`config.mk`:
```
export PLATFORM = sky130hd
export DESIGN_NAME = click_decoder
export DESIGN_NICKNAME = d
export VERILOG_FILES = /design/src/rtl/click_decoder.sv
export SDC_FILE = /design/constraint.sdc
export NUM_CORES = 1
export LEC_CHECK = 0
export CAP_MARGIN = 5
export CORE_MARGIN = 2
export CORE_UTILIZATION = 45
export DETAILED_ROUTE_END_ITERATION = 10
export PLACE_DENSITY_LB_ADDON = 0.08
export SYNTH_ARGS = -nofsm -noshare
export SYNTH_HDL_FRONTEND = slang
export SYNTH_SLANG_ARGS = --single-unit
```
`constraint.sdc`:
```
create_clock -name clk_high -period 2.28 [get_ports clk_high]
set_input_delay 0.456 -clock clk_high [delete_from_list [all_inputs] [get_ports clk_high]]
set_output_delay 0.456 -clock clk_high [all_outputs]
set_load 0.01 [all_outputs]
```
`src/rtl/click_decoder.sv`:
```
// click_decoder: groups debounced press events into click sequences.
// A sequence starts on a press, each further press retriggers the silence
// window and bumps the click count (saturating at MAX_CLICKS). The sequence
// closes when WINDOW_TICKS ticks pass without a press, producing a one-cycle
// out_valid strobe carrying the click count.
//
// Optional build macro: CLICK_DECODER_EARLY_EN
//   defined   -> a sequence also closes as soon as the count reaches MAX_CLICKS
//   undefined -> sequences close only after the silence window
//
// Ports:
//   clk_high   in   system clock, rising edge
//   rst        in   synchronous active-high reset
//   tick       in   one-cycle time-base strobe (window unit)
//   in_pulse   in   one-cycle debounced press event
//   out_valid  out  one-cycle strobe: a sequence has closed
//   out_count  out  clicks in the closed sequence, held between strobes
//   busy       out  high while a sequence is being collected
module click_decoder #(
    parameter int unsigned WINDOW_TICKS = 4,
    parameter int unsigned MAX_CLICKS   = 3
) (
    input  logic       clk_high,
    input  logic       rst,
    input  logic       tick,
    input  logic       in_pulse,
    output logic       out_valid,
    output logic [2:0] out_count,
    output logic       busy
);

    localparam int unsigned CW = 3;
    localparam int unsigned TW = 8;
    localparam logic [CW-1:0] MAX_C   = CW'(MAX_CLICKS);
    localparam logic [TW-1:0] WIN     = TW'(WINDOW_TICKS);
    localparam logic [TW-1:0] TIM_MAX = '1;

    typedef enum logic {
        IDLE    = 1'b0,
        COLLECT = 1'b1
    } state_t;

    state_t          state, state_nx;
    logic [CW-1:0]   count, count_nx;
    logic [TW-1:0]   timer, timer_nx;
    logic            out_valid_nx;
    logic [CW-1:0]   out_count_nx;
    logic            busy_nx;
    logic            close_c;

    // State and output registers
    always_ff @(posedge clk_high) begin
        if (rst) begin
            state     <= IDLE;
            count     <= '0;
            timer     <= '0;
            out_valid <= 1'b0;
            out_count <= '0;
            busy      <= 1'b0;
        end else begin
            state     <= state_nx;
            count     <= count_nx;
            timer     <= timer_nx;
            out_valid <= out_valid_nx;
            out_count <= out_count_nx;
            busy      <= busy_nx;
        end
    end

    // Next-state and next-output logic
    always_comb begin
        state_nx     = state;
        count_nx     = count;
        timer_nx     = timer;
        out_valid_nx = 1'b0;
        out_count_nx = out_count;
        close_c      = 1'b0;

        case (state)
            IDLE: begin
                // A lone tick in IDLE is ignored
                if (in_pulse) begin
                    state_nx = COLLECT;
                    count_nx = CW'(1);
                    timer_nx = '0;
                end
            end
            COLLECT: begin
                // A press wins over a coincident tick and retriggers the window
                if (in_pulse) begin
                    count_nx = (count >= MAX_C) ? MAX_C : count + CW'(1);
                    timer_nx = '0;
`ifdef CLICK_DECODER_EARLY_EN
                    if (count_nx == MAX_C) begin
                        close_c = 1'b1;
                    end
`endif
                end else if (tick) begin
                    timer_nx = (timer == TIM_MAX) ? timer : timer + TW'(1);
                    if (timer_nx == WIN) begin
                        close_c = 1'b1;
                    end
                end
            end
            default: begin
                state_nx = IDLE;
            end
        endcase

        if (close_c) begin
            state_nx     = IDLE;
            timer_nx     = '0;
            out_valid_nx = 1'b1;
            out_count_nx = count_nx;
        end

        busy_nx = (state_nx == COLLECT);
    end

endmodule

```
==> impl_metrics.ini <==
[yosys]
ys_seq_elements = 16
synth-main-ff-cell = dfxtp_1
syn_nets = 101
synthArstFlopShare = 0
synth_cell_types = 37
syn_inst = 95
yosysMostFrequentCell = dfxtp_1
ys_seq_area_frac = 0.374
netlist_top_cells_count = 16 x dfxtp_1, 7 x nor3_1, 6 x nor2_1
synth-edff-count = 0
yosysTopAreaCell = dfxtp_1
ys_top_cells_by_area = dfxtp_1 37%, nor3_1 4.1%, a2111oi_4 3.2%
synth-warning-count = 0
synth_area_per_cell_um2 = 9.01
netlist_area_um2 = 856
yosys.area.top_type_share = 0.374

[cts]
numCtsBuffers = 3
cts.sinks = 16
cts_setup_buffers = 0
clockBufferDepth = 2
hold_buffers = 0
cts_tree = yes
cts_max_level = 1
clkLatencyLatePin_ps = 280
cts_resized = 0
root_buffer = clkbuf_4
clk_pin_slew_worst_paths_ps = 90

[layout]
fin_util = 0.557
final_cell_count_no_fill = 129
drive_above_1_share = 0.154
area_growth_pct = 14.8
diodes = 0
layout.nets = 112

[place]
io_buffer_count = 8
gp_congestion = 0.810
dp_hpwl_mm = 1.28
post-place-ws_ps = -52.2
dp.cells = 126

[global_routing]
antenna_found_initial = 0
grt_use_total = 0.197
grt_start_max_net_pins = 11
grt_pass1_vias = 678
grt.overflow.total = 0
grt_pass1_wl_mm = 3.02

[timing]
maxSlewViolCount = 0
rsz0062_at_grt = no
fmax_mhz = 485
layout_setup_ws_ps = 219
min_period_ps = 2060
finalClockSkew_ps = 4.68
worst_pin_slew_ps = 578
finalCritPeriodShare = 0.904
setup_tns_ps = 0
relSlewSlack = 0.611
hold_violations = 0
setup_viol = 0

[setup_path]
critPathMaxFanout = 6
crit_type = flip-flop to flip-flop
required_ps = 2460
crit_path_start_kind = flip-flop
rrSetupSlack_ps = 220
cp.arrival_ps = 2240
critPathCaptureType = flip-flop

[die]
core_area_um2 = 1760
die_area_um2 = 2270
initial_core_util = 0.485
num_rows = 15
die_h_um = 47.6
dieWidth_um = 47.6
ios = 9

[route]
post_drt_wl_per_cell_um = 13.2
drt_iter0_drc = 17
via_count = 720
viasPerCell = 5.58
drtPass1Iterations = 4
finalWirelength_mm = 1.71
ant_nets = 0
drt_drc_violations_left = 0

[pwr]
peakVddDrop_mv = 0.366
p_per_area_nw_per_um2 = 472
power_uw = 464
p_leak_uw = 0.000328

[run]
max-cap-violations = 0

[status]
outcome = completed

[worst_hold_path]
hp-class = flip-flop to flip-flop
kinds of logic (layout without fill, tap and decap cells):
logic type | count (synthesis) | count (layout) | synth area share
and+or+nand+nor | 40 | 40 | 0.265
AOI/OAI and AO/OA | 18 | 18 | 0.170
DFF | 16 | 16 | 0.374
buffers and inverters | 12 | 21 | 0.0746
muxes | 5 | 5 | 0.0672
adders and majority gates | 2 | 2 | 0.0292
xor gates and xnor gates | 2 | 2 | 0.0205
layout by cell type, fill, tap and decap left out, types with 2 or more instances in the layout:
cell,instances
mux2_2,2
a211oi_1,2
clkdlybuf4s50_1,8
nor2b_1,4
clkbuf_4,3
dfxtp_1,16
a2111oi_0,3
nand4_1,3
nand3_1,5
o31ai_1,2
nor2_1,6
nor3_1,7
ha_1,2
nand2_1,5
o21ai_0,2
a21oi_1,3
buf_4,5
inv_1,5
a31oi_1,2
mux2i_1,2
power by group:
group | internal [uW] | switching [uW] | total (uW)
clock | 61.2 | 81.0 | 142
sequential | 283 | 4.89 | 288
combinational | 17.7 | 16.2 | 33.8
total | 362 | 102 | 464
critical path, stage by stage (launching register included):
cell and delay, ps:
dfxtp_1 420, ha_1 290, nor4_2 160, nand4_1 180, a2111oi_4 540, mux2_2 390
final cells by class:
type / count / area (um2)
Inverter: 5 / 18.8
Sequential cell: 16 / 320
Fill cell: 184 / 782
Tap cell: 25 / 31.3
Clock buffer: 3 / 22.5
Multi-Input combinational cell: 67 / 472
Timing Repair Buffer: 13 / 118
per-stage QoR:
| step | cell area (um2) | hold slack [ps] |
|---|---|---|
| after floorplan | 856 | 430 |
| after CTS | 982 | 481 |
| after global placement | 960 | 458 |
| after detailed placement | 960 | 468 |
| after global routing | 982 | 495 |
| final | 982 | 471 |
state kept, by name (all words and copies together), names as in the netlist:
register / cells
count: 3
out_count: 3
out_valid: 1
state: 1
timer: 8
per-layer routing:
layer	track usage	vias to the layer above	routed length, um
li1	-	365	-
met2	0.324	10	875
met4	0.0973	0	15
met1	0.242	343	755
met3	0.0453	2	60
met5	0	-	0
worst paths after layout:
| path | from | end | cells after the start |
|---|---|---|---|
| max | timer[1]$_SDFFE_PP0P_ | out_count[0]$_SDFFE_PP0P_ | 5 |
| min | count[2]$_SDFF_PP0_ | count[2]$_SDFF_PP0_ | 2 |
| max reg2reg | timer[1]$_SDFFE_PP0P_ | out_count[0]$_SDFFE_PP0P_ | 5 |
| min reg2reg | count[2]$_SDFF_PP0_ | count[2]$_SDFF_PP0_ | 2 |
Power figures use the tool's default switching activity.
